### src/rtl/uart_echo_engine_if.sv
// rtl/uart_echo_engine_if.sv - UART core RX/TX FIFO port bundle
interface uart_echo_engine_if #(
    parameter int DATA_BITS = 8
);
    logic                 rx_empty;
    logic [DATA_BITS-1:0] rx_data;
    logic                 rd_uart;
    logic                 tx_full;
    logic                 wr_uart;
    logic [DATA_BITS-1:0] tx_data;

    modport master (
        input  rx_empty, rx_data, tx_full,
        output rd_uart, wr_uart, tx_data
    );

    modport slave (
        output rx_empty, rx_data, tx_full,
        input  rd_uart, wr_uart, tx_data
    );
endinterface

### src/rtl/uart_echo_engine.sv
// rtl/uart_echo_engine.sv - RX-to-TX echo controller with selectable byte transform
module uart_echo_engine #(
    parameter int DATA_BITS = 8,
    parameter int OFFSET    = 1,
    parameter int CNT_BITS  = 16
) (
    input  logic                 clk_100MHz,
    input  logic                 reset_n,
    input  logic [1:0]           mode,
    input  logic                 auto_en,
    input  logic                 step,
    uart_echo_engine_if.master   fifo,
    output logic [DATA_BITS-1:0] last_rx,
    output logic [DATA_BITS-1:0] last_tx,
    output logic [CNT_BITS-1:0]  byte_count,
    output logic                 busy,
    output logic                 underrun
);
    typedef enum logic [1:0] {
        IDLE  = 2'd0,
        XFORM = 2'd1,
        SEND  = 2'd2
    } state_t;

    state_t               state;
    logic                 pending;
    logic [1:0]           mode_r;
    logic [DATA_BITS-1:0] byte_r;
    logic [DATA_BITS-1:0] result_r;
    logic [DATA_BITS-1:0] xform_val;
    logic [7:0]           low8;
    logic                 is_alpha;

    // Case detection looks only at the low 8 bits; wider words keep their upper bits.
    assign low8     = 8'(byte_r);
    assign is_alpha = ((low8 >= 8'h41) && (low8 <= 8'h5A)) ||
                      ((low8 >= 8'h61) && (low8 <= 8'h7A));

    always_comb begin
        xform_val = byte_r;
        case (mode_r)
            2'd1:    xform_val = byte_r + DATA_BITS'(OFFSET);
            2'd2:    xform_val = is_alpha ? (byte_r ^ DATA_BITS'(8'h20)) : byte_r;
            default: xform_val = byte_r;
        endcase
    end

    always_ff @(posedge clk_100MHz) begin
        if (!reset_n) begin
            state        <= IDLE;
            pending      <= 1'b0;
            mode_r       <= 2'd0;
            byte_r       <= '0;
            result_r     <= '0;
            fifo.rd_uart <= 1'b0;
            fifo.wr_uart <= 1'b0;
            fifo.tx_data <= '0;
            last_rx      <= '0;
            last_tx      <= '0;
            byte_count   <= '0;
            busy         <= 1'b0;
            underrun     <= 1'b0;
        end else begin
            fifo.rd_uart <= 1'b0;
            fifo.wr_uart <= 1'b0;
            if (step && !auto_en) begin
                pending <= 1'b1;
            end

            case (state)
                IDLE: begin
                    if ((auto_en || pending) && !fifo.rx_empty) begin
                        byte_r       <= fifo.rx_data;
                        last_rx      <= fifo.rx_data;
                        mode_r       <= mode;
                        fifo.rd_uart <= 1'b1;
                        // A step coinciding with consumption becomes the next request.
                        pending      <= step && !auto_en;
                        busy         <= 1'b1;
                        state        <= XFORM;
                    end else begin
                        busy <= 1'b0;
                        if (pending && !auto_en && fifo.rx_empty) begin
                            pending  <= step;
                            underrun <= 1'b1;
                        end
                    end
                end

                XFORM: begin
                    result_r <= xform_val;
                    if (byte_count != {CNT_BITS{1'b1}}) begin
                        byte_count <= byte_count + 1'b1;
                    end
                    if (mode_r == 2'd3) begin
                        busy  <= 1'b0;
                        state <= IDLE;
                    end else begin
                        state <= SEND;
                    end
                end

                SEND: begin
                    // busy stays high through the push cycle itself.
                    if (!fifo.tx_full) begin
                        fifo.wr_uart <= 1'b1;
                        fifo.tx_data <= result_r;
                        last_tx      <= result_r;
                        state        <= IDLE;
                    end
                end

                default: begin
                    busy  <= 1'b0;
                    state <= IDLE;
                end
            endcase
        end
    end
endmodule

### src/flat_wrapper.sv
// flat-port wrapper written by rule: the top's interface ports become plain ports
module uart_echo_engine_flat 
#(
    parameter int DATA_BITS = 8,
    parameter int OFFSET    = 1,
    parameter int CNT_BITS  = 16
)
  (clk_100MHz, reset_n, mode, auto_en, step, last_rx, last_tx, byte_count, busy, underrun, fifo_rx_empty, fifo_rx_data, fifo_tx_full, fifo_rd_uart, fifo_wr_uart, fifo_tx_data);
  uart_echo_engine_if #(.DATA_BITS(DATA_BITS)) fifo_i ();
  input  logic clk_100MHz;
  input  logic reset_n;
  input  logic [1:0] mode;
  input  logic auto_en;
  input  logic step;
  output logic [DATA_BITS-1:0] last_rx;
  output logic [DATA_BITS-1:0] last_tx;
  output logic [CNT_BITS-1:0] byte_count;
  output logic busy;
  output logic underrun;
  input wire logic [$bits(fifo_i.rx_empty)-1:0] fifo_rx_empty;
  input wire logic [$bits(fifo_i.rx_data)-1:0] fifo_rx_data;
  input wire logic [$bits(fifo_i.tx_full)-1:0] fifo_tx_full;
  output wire logic [$bits(fifo_i.rd_uart)-1:0] fifo_rd_uart;
  output wire logic [$bits(fifo_i.wr_uart)-1:0] fifo_wr_uart;
  output wire logic [$bits(fifo_i.tx_data)-1:0] fifo_tx_data;
  assign fifo_i.rx_empty = fifo_rx_empty;
  assign fifo_i.rx_data = fifo_rx_data;
  assign fifo_i.tx_full = fifo_tx_full;
  assign fifo_rd_uart = fifo_i.rd_uart;
  assign fifo_wr_uart = fifo_i.wr_uart;
  assign fifo_tx_data = fifo_i.tx_data;
  uart_echo_engine #(.DATA_BITS(DATA_BITS), .OFFSET(OFFSET), .CNT_BITS(CNT_BITS)) u_core (.clk_100MHz(clk_100MHz), .reset_n(reset_n), .mode(mode), .auto_en(auto_en), .step(step), .fifo(fifo_i), .last_rx(last_rx), .last_tx(last_tx), .byte_count(byte_count), .busy(busy), .underrun(underrun));
endmodule
### config.mk
export PLATFORM = sky130hd
export DESIGN_NAME = uart_echo_engine_flat
export DESIGN_NICKNAME = d
export VERILOG_FILES = /design/src/rtl/uart_echo_engine_if.sv /design/src/rtl/uart_echo_engine.sv /design/src/flat_wrapper.sv
export SDC_FILE = /design/constraint.sdc
export NUM_CORES = 1
export LEC_CHECK = 0
export ABC_AREA = 1
export CAP_MARGIN = 20
export CORE_MARGIN = 2
export CORE_UTILIZATION = 35
export DETAILED_ROUTE_END_ITERATION = 6
export SYNTH_ARGS = -nofsm -noshare
export SYNTH_HDL_FRONTEND = slang
export SYNTH_SLANG_ARGS = --single-unit
### constraint.sdc
create_clock -name clk_100MHz -period 1.65 [get_ports clk_100MHz]
set_input_delay 0.33 -clock clk_100MHz [delete_from_list [all_inputs] [get_ports clk_100MHz]]
set_output_delay 0.33 -clock clk_100MHz [all_outputs]
set_load 0.02 [all_outputs]
==> results of run 1 <==
[cell type report]
type | count | area (sq um)
sequential | 49 | 983
multi-input combinational | 242 | 1270
timing repair buffer | 77 | 751
clock buffer | 7 | 96.3
inverter | 28 | 108
tap | 96 | 120
fill | 700 | 3490
clock inverter | 1 | 5.00
[report_power, final]
part	total (W)	internal [W]	switching, W	leakage, nW
clock	0.000769	0.000379	0.000389	0.0542
combinational	0.000363	0.000161	0.000202	1.06
sequential	0.00126	0.00123	0.0000388	0.399
total	0.00240	0.00177	0.000630	1.51
[synthesized netlist by cell type (all sizes together) (2+ instances only)]
cell and number:
nand2 70, dfxtp 49, a21oi 48, nor2 36, inv 27, o21ai 25
nand3 23, buf 13, ha 8, xnor2 7, clkbuf 6, nor3 6
nand4 5, xor2 4, or2 3, a22oi 2, o211ai 2
[flip-flops by register name (all words and copies together), names as in the netlist, 2 cells and up]
register             count
u_core.state             2
u_core.result_r          8
u_core.fifo.tx_data      8
u_core.mode_r            2
u_core.byte_count       16
u_core.byte_r            8
[layer usage]
metal	up-vias	part of all wire	wire, um	global-route usage
li1	1232	-	-	-
met1	1069	0.45	2650	0.200
met2	50	0.47	2760	0.269
met3	9	0.055	322	0.0405
met4	0	0.016	91	0.0468
met5	-	0	0	0
[per-stage QoR]
step           hold slack (ns)  TNS [ns]  cells  utilization
2_1_floorplan            0.446         0    339            -
3_3_place_gp             0.440         0    489        0.466
3_5_place_dp             0.443         0    489        0.466
4_1_cts                  0.457         0    497        0.477
5_1_grt                  0.483  -0.00857    500        0.489
6_report                 0.452         0    500        0.489
[logic make-up (layout without fill, tap and decap cells)]
group           count (synthesis)  count (layout)  synth area share
buf+inv                        48             113             0.101
flops                          49              49             0.396
compound gates                 78              78             0.163
simple gates                  145             145             0.261
fa+ha+maj                       8               8            0.0404
xor+xnor                       11              11            0.0389
[final timing paths]
kind | start | end | slack (ns) | depth (start not counted)
worst max-delay path | u_core.fifo.tx_data[4]$_SDFFE_PN0P_ | fifo_tx_data[4] | 0.05 | 1
worst min-delay path | u_core.underrun$_SDFFE_PN0P_ | u_core.underrun$_SDFFE_PN0P_ | 0.45 | 2
worst max register to register | u_core.mode_r[0]$_SDFFE_PN0P_ | u_core.result_r[0]$_SDFFE_PN0P_ | 0.14 | 7
worst min register to register | u_core.underrun$_SDFFE_PN0P_ | u_core.underrun$_SDFFE_PN0P_ | 0.45 | 2
[timing repair]
| item | 4_1_cts | 5_1_grt |
|---|---|---|
| gates resized for setup | 20 | 17 |
| buffers inserted | 0 | 3 |
| cloned | 0 | 0 |
| pin swaps | 0 | 1 |
| endpoints found under the setup margin | 21 | 21 |
==> impl_results.md, run 1 <==
- Ant. Diodes: 0
- Cell Area, Placed: 3180 sq um
- Gate Count Post-Synth: 339
- Crit path DAT: 1.27 ns
- CP startpoint kind: register
- Critical Path Slowest Stage Cell: clkdlybuf4s50_1
- P_leak: 1.51 nW
- DR vias: 2,360
- Status: complete, no violations
- Total Power: 0.00240 W
- Critical Path, Cell by Cell: clkdlybuf4s50_1
- Final setup viols: 0
- Num CTS Buffers: 5
- Clock Skew: 0.00701 ns
- Reg clk slew, reported paths: 0.09 ns
- DRT antenna net count: 0
- Top delay family on crit path: buffers and inverters
- WP data required: 1.32 ns
- Drt via density: 4.72
- Gr ovfl total: 0
- Die Span X: 88.1 um
- Rel. slew slack: 0.772
- Area of the core: 6830 sq um
- #FFs+latches synth: 49
- Layout cells sized above 1: 0.109
- CP max FO: 3
- Top cell type's share of synthesized area: 0.396
- Starting Density: 0.362
- WL per Instance: 11.6 um
- Synth warn: 0
- PortBufs: 59
- DRT Wirelength: 5820 um
- VDD IR max: 0.332 mV
- FMAX: 0.624 GHz
- Final period utilization: 0.972
- H-tree levels: 2
- Min cycle time layout: 1.60 ns
- Ys async rst share: 0
- Dpl ws: 0.0156 ns
- Largest net degree at the start of global routing: 23
- Most frequent cells in the layout: nand2_1 (68), a21oi_1 (48), dfxtp_1 (47), nor2_1 (33), clkdlybuf4s50_1 (29)
- Synth cell types: 35
- DIE HEIGHT: 88.1 um
- Crit path buffers/inverters: 1
- Initial antenna violation count: 0
- Syn avg cell area: 7.30 sq um
- First-pass GRT wire length: 9830 um
- Vias in the first global route: 2,172
- Hpwl dp: 4380 um
- Drt drc: 0
- Synth-to-Final Area Change: 34.8%
- MaxCap Viol Count: 0
- Drt first-iter violations: 78
- Fin. max-slew vios: 0
- All-Layer GR Usage: 0.159
- Post-Syn Nets: 363
- Final Hold Vio Count: 0
- CP endpoint kind: output pin
- # nets final: 427
- Mapped cell area: 2480 sq um
- Pwr per Cell Area: 718 nW/um^2
- RSZ-0062 raised after global routing: yes
- CTS Hold Bufs: 0
- CTS Buffer Depth: 2
- RePlAce Congestion: 0.822
- Row count: 30
- Root buffer cell: clkbuf_8
- CTS tree: done
- Post-route design area: 3340 sq um
- Setup ws final: 0.0463 ns
- Yosys top cell by area: dfxtp_1
- Clock tree sinks: 49
- Worst-skew pair later-pin latency: 0.30 ns
- Synth top area cells: dfxtp_1 (40%), nand2_1 (10%), a21oi_1 (9.7%)
- Top-Level Pins: 60
- Tightest Pin Transition: 0.341 ns
- Main synth FF type: dfxtp_1
- Die area: 7760 sq um
- Hold Path Class: register to register
- Post-synth EDFFs: 0
- Most common cell after layout, fill and taps aside: nand2_1
- Post-synthesis sequential area ratio: 0.396
- CP peak stage delay: 0.61 ns
- Critical path class: register to output pin
- Initial DRT Pass Iterations: 4
Power figures use the tool's default switching activity.
==> run 2: changes to the inputs <==
--- a/config.mk
+++ b/config.mk
@@ -7,6 +7,7 @@
 export LEC_CHECK = 0
 export ABC_AREA = 1
 export CAP_MARGIN = 20
+export CORE_ASPECT_RATIO = 1.4
 export CORE_MARGIN = 2
 export CORE_UTILIZATION = 35
 export DETAILED_ROUTE_END_ITERATION = 6
==> run 2 against run 1 <==
  * Worst setup slack better by 0.0015 ns
  * Cell area decreased by 1.4%
  * Core utilization is 1.1 points lower
  * Hold slack improved by 0.0055 ns
  * First-iteration DRC count grew 9.0%
  * Critical path depth unchanged
  * Die area grew 0.12%
  * Register-to-register slack about the same
  * Global-route usage increased by 0.49 points
  * Sequential power about the same
  * Non-clock buffer count is 3 lower
  * Clock skew fell by 0.00078 ns
  * Critical path type unchanged
  * Largest cell class unchanged
  * Highest routed layer unchanged
==> impl_results.md, run 2 (synthesized netlist as in run 1, its figures left out) <==
- Drt via density: 4.75 (was 4.72)
- Row count: 36 (was 30)
- Critical Path Slowest Stage Cell: clkdlybuf4s50_1 (unchanged)
- Cell Area, Placed: 3180 sq um (about the same)
- WP data required: 1.32 ns (about the same)
- Largest register FFs: 16 (unchanged)
- Levels on crit path: 1 (unchanged)
- Gr ovfl total: 0 (unchanged)
- CP peak stage delay: 0.61 ns (about the same)
- Layout cells sized above 1: 0.0950 (was 0.109)
- Clock Skew: 0.00624 ns (was 0.00701 ns)
- Reg clk slew, reported paths: 0.09 ns (about the same)
- Die area: 7770 sq um (was 7760 sq um)
- Clock tree sinks: 49 (unchanged)
- Fillers: 716 (was 700)
- FMAX: 0.624 GHz (about the same)
- VDD IR max: 0.366 mV (was 0.332 mV)
- Die Span X: 75.1 um (was 88.1 um)
- MaxCap Viol Count: 0 (unchanged)
- Largest net degree at the start of global routing: 29 (was 23)
- Hold Path Cell Cnt: 2 (unchanged)
- H-tree levels: 2 (unchanged)
- TNS Setup: 0 ns (unchanged)
- All-Layer GR Usage: 0.164 (was 0.159)
- Rel. slew slack: 0.663 (was 0.772)
- Critical Path, Cell by Cell: clkdlybuf4s50_1 (unchanged)
- Largest Register: u_core.byte_count (unchanged)
- Combinational share of power: 0.151 (about the same)
- Top delay family on crit path: buffers and inverters (unchanged)
- Hold Path Class: register to register (unchanged)
- Dpl cells: 488 (was 489)
- Most common cell after layout, fill and taps aside: nand2_1 (unchanged)
- Final setup viols: 0 (unchanged)
- WL per Instance: 12.1 um (was 11.6 um)
- DRT Wirelength: 5990 um (was 5820 um)
- CP endpoint kind: output pin (unchanged)
- Post-Layout Cell Count: 495 (was 500)
- Post-CTS Setup Repair Bufs: 0 (unchanged)
- Tightest Pin Transition: 0.505 ns (was 0.341 ns)
- Pwr per Cell Area: 709 nW/um^2 (was 718 nW/um^2)
- DRT antenna net count: 0 (unchanged)
- Ant. Diodes: 0 (unchanged)
- # nets final: 424 (was 427)
- Root buffer cell: clkbuf_8 (unchanged)
- Hpwl dp: 4450 um (was 4380 um)
- CP max FO: 3 (unchanged)
- Synth-to-Final Area Change: 32.9% (was 34.8%)
- Vias in the first global route: 2,303 (was 2,172)
- CP startpoint kind: register (unchanged)
- RePlAce Congestion: 0.903 (was 0.822)
- First-pass GRT wire length: 10,100 um (was 9830 um)
- Top-Level Pins: 60 (unchanged)
- DR vias: 2,350 (was 2,360)
- Sw Share: 0.266 (was 0.263)
- Most frequent cells in the layout: nand2_1 (68), a21oi_1 (48), dfxtp_1 (46), nor2_1 (35) (was nand2_1 (68), a21oi_1 (48), dfxtp_1 (47), nor2_1 (33), clkdlybuf4s50_1 (29))
- Starting Density: 0.359 (was 0.362)
- Initial antenna violation count: 0 (unchanged)
- Design internal power: 0.00171 W (was 0.00177 W)
- DIE HEIGHT: 104 um (was 88.1 um)
- Total Power: 0.00233 W (was 0.00240 W)
- Switch Pwr: 0.000620 W (was 0.000630 W)
- Fin. max-slew vios: 0 (unchanged)
- CTS Hold Bufs: 0 (unchanged)
- Status: complete, no violations (unchanged)
- Drt drc: 0 (unchanged)
- PortBufs: 59 (unchanged)
- Drt first-iter violations: 85 (was 78)
- Min cycle time layout: 1.60 ns (about the same)
- RSZ-0062 raised after global routing: yes (unchanged)
- Post-route design area: 3290 sq um (was 3340 sq um)
- Initial DRT Pass Iterations: 6 (was 4)
- Worst-skew pair later-pin latency: 0.30 ns (about the same)
- P_leak: 1.55 nW (was 1.51 nW)
- Crit path buffers/inverters: 1 (unchanged)
- Final Hold Vio Count: 0 (unchanged)
- Worst Reg2Reg Path Length in Cells: 8 (was 7)
- Clock power share: 0.307 (was 0.321)
- Num CTS Buffers: 5 (unchanged)
- Final period utilization: 0.971 (was 0.972)
- Crit path DAT: 1.27 ns (about the same)
- CTS Buffer Depth: 2 (unchanged)
- Area of the core: 6890 sq um (was 6830 sq um)
- CTS tree: done (unchanged)
- Sequential power share: 0.542 (was 0.528)
- Critical path class: register to output pin (unchanged)
## run 2: metrics by stage
step           setup WS, ns  hold WS [ns]   util
2_1_floorplan        0.0506         0.446      -
3_3_place_gp         0.0638         0.444  0.462
3_5_place_dp         0.0331         0.449  0.462
4_1_cts             0.00557         0.462  0.471
5_1_grt           -0.000251         0.493  0.478
6_report             0.0478         0.457  0.478
## run 2: routing by layer
| layer | global-route usage | share of wire | vias to the layer above |
|---|---|---|---|
| met5 | 0 | 0 | - |
| met1 | 0.181 | 0.42 | 1056 |
| met3 | 0.0272 | 0.042 | 11 |
| li1 | - | - | 1228 |
| met2 | 0.295 | 0.51 | 55 |
| met4 | 0.0676 | 0.022 | 0 |
## run 2: area by class of cell
class                   count  area [sq um]  share of cell area
repair buffers             74           738               0.224
multi-input cells         242          1260               0.382
clock buffers               7          86.3              0.0262
well taps                  95           119              0.0361
flip-flops and latches     49           985               0.299
inverters                  28           108              0.0327
## run 2: worst paths after layout
path                                             from                                end  slack [ns]
setup / recovery  u_core.fifo.tx_data[3]$_SDFFE_PN0P_                         last_tx[3]        0.05
hold / removal           u_core.underrun$_SDFFE_PN0P_       u_core.underrun$_SDFFE_PN0P_        0.46
setup reg to reg    u_core.byte_count[0]$_SDFFE_PN0P_  u_core.byte_count[0]$_SDFFE_PN0P_        0.15
hold reg to reg          u_core.underrun$_SDFFE_PN0P_       u_core.underrun$_SDFFE_PN0P_        0.46
## run 2: power groups by stage
stage | Sequential (W) | Combinational, W | Clock, W
global placement | 0.00129 | 0.000363 | 0
finish | 0.00126 | 0.000353 | 0.000716
detailed placement | 0.00129 | 0.000366 | 0
CTS | 0.00126 | 0.000358 | 0.000739
floorplan | 0.00131 | 0.000184 | 0
global route | 0.00127 | 0.000396 | 0.000791
## run 2: timing repair
item                                   CTS  global route
resized for setup                       20            19
setup endpoints to repair               20            19
pin swaps                                0             0
endpoints found under the hold margin    0             0
